===== src/rtl/npc_seq_ctrl.sv =====
// npc_seq_ctrl: multi-cycle instruction sequencer for the NPC core.
// Steps each instruction through fetch, execute, optional memory access and
// write-back, gates the decoder's register-file/PC write enables, halts the
// core on ebreak, illegal instruction, bus error or handshake timeout, and
// keeps the mcycle/minstret performance counters.
//
//   state | meaning
//   ------+-------------------------------------------------------------
//   IDLE  | out of reset, no strobes; always moves on to FETCH
//   FETCH | ifu_req_valid held until the IFU accepts the request
//   IWAIT | waiting for the instruction word; ir_we on a clean response
//   EXEC  | decoder outputs sampled; selects halt, memory access or WB
//   MEM   | lsu_req_valid held (lsu_req_we = store flag) until accepted
//   DWAIT | waiting for load data / store completion from the LSU
//   WB    | reg_we (if the instruction writes a register), pc_we, retire
//   HALT  | core stopped; halted=1, cause held, stays here until rst
module npc_seq_ctrl #(
  parameter int unsigned TIMEOUT = 255,
  parameter int unsigned CNT_W   = 64
) (
  input  logic             clk,
  input  logic             rst,
  output logic             ifu_req_valid,
  input  logic             ifu_req_ready,
  input  logic             ifu_rsp_valid,
  input  logic             ifu_rsp_err,
  output logic             ir_we,
  input  logic             dec_load,
  input  logic             dec_store,
  input  logic             dec_wreg,
  input  logic             dec_ebreak,
  input  logic             dec_illegal,
  output logic             lsu_req_valid,
  output logic             lsu_req_we,
  input  logic             lsu_req_ready,
  input  logic             lsu_rsp_valid,
  input  logic             lsu_rsp_err,
  output logic             reg_we,
  output logic             pc_we,
  output logic             retire,
  output logic             halted,
  output logic [1:0]       halt_cause,
  output logic [2:0]       state,
  output logic [CNT_W-1:0] mcycle,
  output logic [CNT_W-1:0] minstret
);

  typedef enum logic [2:0] {
    S_IDLE  = 3'd0,
    S_FETCH = 3'd1,
    S_IWAIT = 3'd2,
    S_EXEC  = 3'd3,
    S_MEM   = 3'd4,
    S_DWAIT = 3'd5,
    S_WB    = 3'd6,
    S_HALT  = 3'd7
  } state_e;

  localparam logic [1:0] CAUSE_EBREAK  = 2'd0;
  localparam logic [1:0] CAUSE_ILLEGAL = 2'd1;
  localparam logic [1:0] CAUSE_BUSERR  = 2'd2;
  localparam logic [1:0] CAUSE_TIMEOUT = 2'd3;

  // The wait timer is a down-counter: loaded with TIMEOUT-1 on entry to a
  // handshake state, so it hits zero in the TIMEOUT-th cycle spent there.
  localparam int unsigned     TMR_W    = 16;
  localparam logic [TMR_W-1:0] TMR_LOAD = TMR_W'(TIMEOUT - 1);

  state_e             state_q, state_d;
  logic               st_q, st_d;
  logic               wr_q, wr_d;
  logic [1:0]         cause_q, cause_d;
  logic [TMR_W-1:0]   tmr_q, tmr_d;
  logic [CNT_W-1:0]   mcycle_q, mcycle_d;
  logic [CNT_W-1:0]   minstret_q, minstret_d;
  logic               tmr_tc;

  function automatic logic is_wait(input state_e s);
    return (s == S_FETCH) || (s == S_IWAIT) || (s == S_MEM) || (s == S_DWAIT);
  endfunction

  assign tmr_tc = (tmr_q == '0);

  // State register, instruction flags, halt cause, wait timer and counters.
  always_ff @(posedge clk) begin
    if (rst) begin
      state_q    <= S_IDLE;
      st_q       <= 1'b0;
      wr_q       <= 1'b0;
      cause_q    <= 2'd0;
      tmr_q      <= '0;
      mcycle_q   <= '0;
      minstret_q <= '0;
    end else begin
      state_q    <= state_d;
      st_q       <= st_d;
      wr_q       <= wr_d;
      cause_q    <= cause_d;
      tmr_q      <= tmr_d;
      mcycle_q   <= mcycle_d;
      minstret_q <= minstret_d;
    end
  end

  // Next-state logic; a completed handshake always takes precedence over
  // a timeout raised in the same cycle.
  always_comb begin
    state_d = state_q;
    st_d    = st_q;
    wr_d    = wr_q;
    cause_d = cause_q;
    case (state_q)
      S_IDLE: state_d = S_FETCH;
      S_FETCH: begin
        if (ifu_req_ready) begin
          state_d = S_IWAIT;
        end else if (tmr_tc) begin
          state_d = S_HALT;
          cause_d = CAUSE_TIMEOUT;
        end
      end
      S_IWAIT: begin
        if (ifu_rsp_valid) begin
          if (ifu_rsp_err) begin
            state_d = S_HALT;
            cause_d = CAUSE_BUSERR;
          end else begin
            state_d = S_EXEC;
          end
        end else if (tmr_tc) begin
          state_d = S_HALT;
          cause_d = CAUSE_TIMEOUT;
        end
      end
      S_EXEC: begin
        if (dec_illegal) begin
          state_d = S_HALT;
          cause_d = CAUSE_ILLEGAL;
        end else if (dec_ebreak) begin
          state_d = S_HALT;
          cause_d = CAUSE_EBREAK;
        end else if (dec_load || dec_store) begin
          st_d    = dec_store;
          wr_d    = dec_wreg;
          state_d = S_MEM;
        end else begin
          wr_d    = dec_wreg;
          state_d = S_WB;
        end
      end
      S_MEM: begin
        if (lsu_req_ready) begin
          state_d = S_DWAIT;
        end else if (tmr_tc) begin
          state_d = S_HALT;
          cause_d = CAUSE_TIMEOUT;
        end
      end
      S_DWAIT: begin
        if (lsu_rsp_valid) begin
          if (lsu_rsp_err) begin
            state_d = S_HALT;
            cause_d = CAUSE_BUSERR;
          end else begin
            state_d = S_WB;
          end
        end else if (tmr_tc) begin
          state_d = S_HALT;
          cause_d = CAUSE_TIMEOUT;
        end
      end
      S_WB:    state_d = S_FETCH;
      S_HALT:  state_d = S_HALT;
      default: state_d = S_HALT;
    endcase
  end

  // Wait timer: reload on entry to a handshake state, count down while
  // staying in it; holds at zero otherwise.
  always_comb begin
    tmr_d = tmr_q;
    if ((state_d != state_q) && is_wait(state_d)) begin
      tmr_d = TMR_LOAD;
    end else if ((state_d == state_q) && is_wait(state_q) && !tmr_tc) begin
      tmr_d = tmr_q - TMR_W'(1);
    end
  end

  // Output decodes. ir_we and the ebreak retire are qualified by the
  // inputs sampled in the same cycle; everything else follows the state.
  always_comb begin
    ifu_req_valid = 1'b0;
    ir_we         = 1'b0;
    lsu_req_valid = 1'b0;
    lsu_req_we    = 1'b0;
    reg_we        = 1'b0;
    pc_we         = 1'b0;
    retire        = 1'b0;
    halted        = 1'b0;
    case (state_q)
      S_FETCH: ifu_req_valid = 1'b1;
      S_IWAIT: ir_we = ifu_rsp_valid && !ifu_rsp_err;
      S_EXEC:  retire = dec_ebreak && !dec_illegal;
      S_MEM: begin
        lsu_req_valid = 1'b1;
        lsu_req_we    = st_q;
      end
      S_WB: begin
        reg_we = wr_q;
        pc_we  = 1'b1;
        retire = 1'b1;
      end
      S_HALT:  halted = 1'b1;
      default: ;
    endcase
  end

  // Performance counters; mcycle freezes once the core has halted.
  always_comb begin
    mcycle_d   = mcycle_q;
    minstret_d = minstret_q;
    if (state_q != S_HALT) begin
      mcycle_d = mcycle_q + CNT_W'(1);
    end
    if (retire) begin
      minstret_d = minstret_q + CNT_W'(1);
    end
  end

  assign halt_cause = cause_q;
  assign state      = state_q;
  assign mcycle     = mcycle_q;
  assign minstret   = minstret_q;

endmodule


===== config.mk =====
export PLATFORM = sky130hd
export DESIGN_NAME = npc_seq_ctrl
export DESIGN_NICKNAME = d
export VERILOG_FILES = /design/src/rtl/npc_seq_ctrl.sv
export SDC_FILE = /design/constraint.sdc
export NUM_CORES = 1
export LEC_CHECK = 0
export BUFFER_PORTS_ARGS = -buffer_cell sky130_fd_sc_hd__buf_2
export CAP_MARGIN = 40
export CORE_MARGIN = 2
export CORE_UTILIZATION = 57
export CTS_BUF_LIST = sky130_fd_sc_hd__clkbuf_4 sky130_fd_sc_hd__clkbuf_8
export CTS_CLUSTER_DIAMETER = 30
export CTS_CLUSTER_SIZE = 24
export DETAILED_ROUTE_END_ITERATION = 7
export HOLD_SLACK_MARGIN = 0.03
export PLACE_DENSITY = 0.83
export SLEW_MARGIN = 25
export SYNTH_ARGS = -nofsm -noshare
export SYNTH_HDL_FRONTEND = slang
export SYNTH_SLANG_ARGS = --single-unit

===== constraint.sdc =====
create_clock -name clk -period 2.7 [get_ports clk]
set_input_delay 0.81 -clock clk [delete_from_list [all_inputs] [get_ports clk]]
set_output_delay 0.81 -clock clk [all_outputs]
set_load 0.005 [all_outputs]

* Word-level counts from Yosys, hierarchy flattened
Index checks and enable logic that the tools add are counted.
** Storage, ports and cells
- Bits in registers :: 151
- Input port bits :: 13
- Output and inout port bits :: 141
- Logic and storage cells :: 87
** Cells by class
- $add $sub $neg :: 3
- Eq/ne operators :: 19
- Muxes and demuxes :: 31
- Bitwise operators :: 2
- Reductions and logical operators :: 24
** Operators by type and width (number)
- 64-bit by 1-bit adder with 64-bit output (second input constant) :: 2
- 2-bit two-way mux :: 12
- 3-bit case mux with 7 select lines :: 1
- 3-bit == test (second input constant) :: 6
- 3-bit two-way mux :: 6
- 16-bit logical NOT :: 1
- 8-bit two-way mux :: 2
- 16-bit by 1-bit subtractor with 16-bit output (second input constant) :: 1
- 3-bit inequality test (second input constant) :: 4
- 2-bit case mux with 5 select lines :: 1
- 3-bit by 2-bit == test with 1-bit output (second input constant) :: 3
- 1-bit two-way mux :: 8
- 1-bit logical OR :: 7
- 3-bit by 1-bit == test with 1-bit output (second input constant) :: 2
- 6-bit AND reduction :: 1
- 1-bit logical AND :: 5
- 5-bit nonzero test :: 1
- 2-bit inequality test (second input constant) :: 2
- 4-bit AND reduction :: 1
- 2-bit OR reduction :: 2
- 3-bit == test :: 1
- 1-bit logical NOT :: 3
- 3-bit logical NOT :: 1
- 3-bit inequality test :: 1
- 4 further kinds :: 5

* Logic depth before layout (Yosys ltp)
Gate-level depths: netlist of run 1.
- Depth after elaboration :: 11
- Depth in mapped cells :: 9
- Gate-level depth less buffers :: 8

* Least setup slack after synthesis of run 1
Ideal clock, no wire load.
- Path type :: in2out
- From :: in dec_illegal
- To :: out retire
- Arrival :: 1.459 ns
- Required time :: 1.890 ns
- Path slack :: 0.431 ns
- Stages :: 3
- Path buffers :: 0
- Cell sequence :: and4bb_2 -> nor2_1 -> nor2_1
** On the way
- Cells in the longest elaborated chain, start to end :: 3
** Ends and longest elaborated chain
- start: declaration :: RTL line 32 : input logic dec_illegal,
- 1-bit logical NOT :: RTL line 203 : S_EXEC: retire = dec_ebreak && !dec_illegal;
- 1-bit logical AND :: RTL line 203
- 1-bit case mux with 2 select lines :: RTL line 200 : case (state_q)
- end: declaration :: RTL line 40 : output logic retire,
No other way between the ends.

* Worst setup path in the final report of run 1
- From :: reg state_q[2] (netlist: state[2])
- To :: out lsu_req_we
** On the way
- Cells in the longest elaborated chain, start to end :: 2
** Ends and longest elaborated chain
- start: declaration :: RTL line 69 : state_e state_q, state_d;
- start signal: assignment :: RTL line 95 : state_q <= state_d;
- 3-bit == test :: RTL line 200
- 1-bit two-way mux :: RTL line 200
- end: declaration :: RTL line 34 : output logic lsu_req_we,
No other way between the ends.

==> qor.yml, run 1 <==
drt-total-wl_um: 17600
slew_headroom_pct: 63.3
diodes: 0
antenna_found_initial: 0
critPathBufInv: 2
drive_gt1_share_pct: 23.6
setup_viol: 0
skew_ps: 10.3
synth-edff-count: 0
drtIter0Drc: 510
cp_data_required_time_ps: 1890
via_per_inst: 5.61
grt_pass1_wl_um: 29600
layout_common_cells: "152 x nor2_1, 152 x buf_2, 151 x dfxtp_1, 59 x xor2_1, 58 x nand2_1"
crit_path_top_delay_cell: "dfxtp_1"
hold_buffers: 0
slowest_delay_ps: 480
netlist_instances: 869
clock_path_buffers: 2
via_count: 6794
period_needed_ps: 2560
yosysWarnings: 0
htreeDepth: 4
initial_core_util_pct: 58.6
rsz0062_at_grt: "no"
nNetsFinal: 1044
cts_buffers: 17
ff2ff_path_depth: 8
core_mm2: 0.0126
clk_pin_slew_ps: 70
rrSetupSlack_ps: 400
die_h_um: 118
hold_viol_final: 0
path_max_fanout: 12
crit_path_start_kind: "flip-flop"
boundaryPins: 154
drc: 0
row_count: 41
path_cells: "buf_4 -> nor2b_1 -> and3_1 -> buf_2"
grt_util_all_layers_pct: 25.6
whs_path_depth: 2
r2r_end: "tmr_q[15]"
wire_per_inst_um: 14.5
postCtsSetupBuffers: 0
gp_congestion: 0.901
ys_async_sr_fraction_pct: 0
ys_types: 67
yosysTopAreaCellShare_pct: 40.9
clock-sinks: 151
synthTopCellsByArea: "dfxtp_1 41%, nor2_1 7.7%, xor2_1 7.0%"
syn_area_per_cell_um2: 8.51
ys_seq_elements: 151
status: "finished, final reports clean"
cp_top_family: "flip-flops"
ctsResizeCount: 0
ys.flop_type: "dfxtp_1"
cp.arrival_ps: 1750
worstHoldStart: "tmr_q[5]"
power.density_mw_per_mm2: 570
hold_path.class: "reg2reg"
ys_seq_area_share_pct: 40.9
crit_path_end_kind: "output pin"
vdd_drop_max_uv: 355
max_freq_mhz: 391
place_ws_ps: 126
port-buffer-count: 153
rr_startpoint: "tmr_q[0]"
grt_overflow: 0
worst_pin_slew_ps: 546
min_to: "tmr_q[5]"
area_delta_synth_final_pct: 20.0
fin_crit_sh_pct: 94.8
synth_nets: 885
firstDrtPassIters: 5
ant_nets: 0
fin_ws_ps: 140
cts_tree: "yes"
drv_cap: 0
fin_total_pwr_mw: 5.06
clk_latency_ps: 460
design.die.area_mm2: 0.0139
leakage_nw: 3.58
synth_top_area_cell: "dfxtp_1"
grt_pass1_vias: 6199
hpwl_um: 12300
syn_area_mm2: 0.00739
maxSlewViolCount: 0
fin_tns_setup_ps: 0
critPathKind: "reg2out"
fp.dieW_um: 118
grt_max_degree: 65
cts_root_buffer: "clkbuf_8"
how the worst max path moves through the flow:
| stage | slack [ps] | start | cells past startpoint | endpoint |
|---|---|---|---|---|
| after floorplan | 430 | dec_illegal | 3 | retire |
| after global placement | 180 | dec_illegal | 7 | minstret[51] |
| after detailed placement | 130 | dec_illegal | 7 | minstret[51] |
| after CTS | 120 | state[2] | 5 | retire |
| after global routing | 20 | state[2] | 5 | retire |
| final | 140 | state[2] | 4 | lsu_req_we |
worst min-delay path: cells and delay by family, from the launching register on:
kind | cells | cell delay, ps
DFF | 1 | 320
AOI/OAI and AO/OA | 2 | 130
cells by family (layout without fill, tap and decap cells):
| family | after synthesis | after routing | synth area share (%) |
|---|---|---|---|
| DFF | 151 | 151 | 40.9 |
| muxes | 7 | 7 | 1.02 |
| buffers and inverters | 59 | 230 | 3.38 |
| and+or+nand+nor | 449 | 449 | 33.2 |
| AOI/OAI and AO/OA | 84 | 84 | 7.23 |
| adders and majority gates | 3 | 3 | 0.508 |
| xor gates and xnor gates | 116 | 116 | 13.7 |
cells in the mapped netlist (4+ instances only):
master / instances
buf_2: 10
o21ai_0: 19
xor2_1: 59
o31ai_1: 4
nor3_2: 5
and2_1: 4
nand4_2: 4
and3_1: 20
nor4_1: 12
and4_1: 17
clkbuf_1: 19
nor2_1: 152
dfxtp_1: 151
a21oi_1: 32
inv_1: 24
nand4_1: 41
xnor2_1: 57
o21a_1: 4
nand3_1: 49
nor4_2: 12
nor3_1: 25
nor2b_1: 9
nand2_1: 58
or3_1: 18
report_power, final:
part / total [mW] / internal, mW / switching [mW]
clock: 1.96 / 1.16 / 0.803
sequential: 2.35 / 2.28 / 0.0664
combinational: 0.745 / 0.283 / 0.462
total: 5.06 / 3.73 / 1.33
metal layers:
layer	part of all wire, %	global-route usage [%]	vias to the layer above
li1	-	-	3359
met1	46	33.3	3218
met2	48	41.6	190
met3	4.8	6.30	27
met4	1.6	8.36	0
met5	0	0	-
stage by stage:
stage	instance area (um2)	hold slack [ps]	utilization, %	std cells
after floorplan	7390	452	-	869
after global placement	8410	478	66.6	1181
after detailed placement	8410	491	66.6	1181
after CTS	8870	502	70.3	1212
after global routing	8870	523	70.3	1212
final	8870	504	70.3	1212
registers in the layout (all words and copies together) (netlist names):
register / flops
mcycle: 64
state: 3
tmr_q: 16
st_q: 1
minstret: 64
wr_q: 1
halt_cause: 2
final cells by class:
cell class / instances / area (um2)
Inverter: 24 / 90.1
Clock inverter: 7 / 139
Multi-Input combinational cell: 659 / 4120
Tap cell: 172 / 215
Timing Repair Buffer: 175 / 958
Fill cell: 1062 / 3750
Sequential cell: 151 / 3020
Clock buffer: 24 / 324
Note: power is estimated with default switching activity, not from simulation.
==> inputs of run 2 (changes only) <==
--- a/config.mk
+++ b/config.mk
@@ -10,9 +10,9 @@
 export CORE_MARGIN = 2
 export CORE_UTILIZATION = 57
 export CTS_BUF_LIST = sky130_fd_sc_hd__clkbuf_4 sky130_fd_sc_hd__clkbuf_8
-export CTS_CLUSTER_DIAMETER = 30
 export CTS_CLUSTER_SIZE = 24
 export DETAILED_ROUTE_END_ITERATION = 7
+export GPL_TIMING_DRIVEN = 0
 export HOLD_SLACK_MARGIN = 0.03
 export PLACE_DENSITY = 0.83
 export SLEW_MARGIN = 25
==> run 2 against run 1 <==
Fmax down 0.36%. Combinational power down 0.9%. Sequential power about the same. Global-route usage up 0.78 points. Routed wire length up 5.2%. Register-to-register slack worse by 150 ps. Sequential cell count unchanged. Clock skew up 1.1 ps. First-iteration DRC count up 10%. Core utilization down 0.72 points. Design area down 1.0%. Clock power down 11%. Critical path type unchanged.
==> qor.yml, run 2 (synthesized netlist as in run 1, its figures left out) <==
status: "finished, final reports clean"
power.density_mw_per_mm2: 549
hold_path.class: "reg2reg"
via_count: 6859
cp_common_cell: "buf_2"
worst_pin_slew_ps: 660
hold_viol_final: 0
core_mm2: 0.0126
drtIter0Drc: 563
grt_pass1_vias: 6250
finalInstanceArea_mm2: 0.00878
leakage_nw: 3.50
ctsResizeCount: 1
crit_path_end_kind: "output pin"
rrSetupSlack_ps: 250
post-route-util_pct: 69.6
antenna_found_initial: 0
grt_util_all_layers_pct: 26.3
boundaryPins: 154
holdWs_ps: 508
wire_per_inst_um: 15.1
slew_headroom_pct: 56.0
place_ws_ps: -29.0
grt_max_degree: 17
critPathKind: "reg2out"
critPathBufInv: 2
clock-sinks: 151
clock_path_buffers: 2
drv_cap: 0
path_cells: "buf_2 -> and4bb_2 -> nor2_1 -> nor2_2 -> buf_2"
diodes: 0
fin_tns_setup_ps: 0
slowest_delay_ps: 390
cp_top_family: "simple AND/OR/NAND/NOR gates"
intPower_mw: 3.43
max_freq_mhz: 389
grt_overflow: 0
cts_buffers: 17
layout_commonest_cell: "buf_2"
fp.dieW_um: 118
maxSlewViolCount: 0
pwr-share-comb_pct: 15.3
design.die.area_mm2: 0.0139
vdd_drop_max_uv: 462
cts_root_buffer: "clkbuf_8"
crit_path_top_delay_cell: "and4bb_2"
htreeDepth: 4
port-buffer-count: 153
cp.arrival_ps: 1760
dp_cells: 1194
firstDrtPassIters: 5
period_needed_ps: 2570
fin_crit_sh_pct: 95.1
crit_path_start_kind: "flip-flop"
grt_pass1_wl_um: 30300
placed_area_mm2: 0.00837
clk_pin_slew_ps: 80
rsz0062_at_grt: "no"
switchingPower_mw: 1.39
hpwl_um: 13200
drc: 0
clk_latency_ps: 460
skew_ps: 11.4
sw_frac_of_total_pct: 28.8
setup_viol: 0
cts_tree: "yes"
initial_core_util_pct: 58.6
fin_ws_ps: 131
via_per_inst: 5.59
gp_congestion: 0.933
ant_nets: 0
path_max_fanout: 10
drive_gt1_share_pct: 22.8
fin_total_pwr_mw: 4.82
nNetsFinal: 1057
cp_data_required_time_ps: 1890
hold_buffers: 0
row_count: 41
drt-total-wl_um: 18500
p_clk_share_pct: 36.1
area_delta_synth_final_pct: 18.7
seqPwrFrac_pct: 48.6
final_cells: 1226
layout_common_cells: "163 x buf_2, 151 x nor2_1, 151 x dfxtp_1, 59 x xor2_1, 58 x nand2_1"
postCtsSetupBuffers: 0
die_h_um: 118
==> run 2: cell types whose count changed in the layout (fill, tap and decap cells not counted), sizes merged <==
cell	delta
bufinv	-2
clkinvlp	+3
clkbuf	+17
clkinv	+2
buf	-7
inv	+1
==> run 2: worst paths after layout <==
path | start | to | cells after the start
setup / recovery | state[2] | retire | 5
setup reg to reg | state[2] | mcycle[56] | 8
hold / removal | tmr_q[15] | tmr_q[15] | 2
hold reg to reg | tmr_q[15] | tmr_q[15] | 2
==> run 2: layout make-up <==
| class | instances | area, um2 |
|---|---|---|
| Buffer | 35 | 161 |
| Clock buffer | 21 | 277 |
| Clock inverter | 11 | 124 |
| Fill cell | 1071 | 3840 |
| Inverter | 24 | 90.1 |
| Multi-Input combinational cell | 659 | 4120 |
| Sequential cell | 151 | 3020 |
| Tap cell | 172 | 215 |
| Timing Repair Buffer | 153 | 766 |
==> run 2: power groups by stage <==
stage          registers [mW]  logic, mW  clock network [mW]
3_3_place_gp             2.39      0.725                   0
6_report                 2.34      0.738                1.74
5_1_grt                  2.35      0.811                1.86
4_1_cts                  2.34      0.727                1.77
3_5_place_dp             2.39      0.723                   0
2_1_floorplan            2.38      0.527                   0
==> run 2: worst reg2reg max path: stages, from the launching register on <==
cell and delay (ps):
dfxtp_1 320, buf_2 180, nand3_1 320, and4_1 250, clkbuf_1 240, nand2_1 150
buf_4 240, nor4_1 270, mux2_2 370
==> run 2: per-layer routing <==
| metal | wire [um] | GRT usage [%] |
|---|---|---|
| met1 | 8210 | 33.8 |
| met2 | 8810 | 42.6 |
| met3 | 1090 | 6.30 |
| met4 | 406 | 10.8 |
| met5 | 0 | 0 |
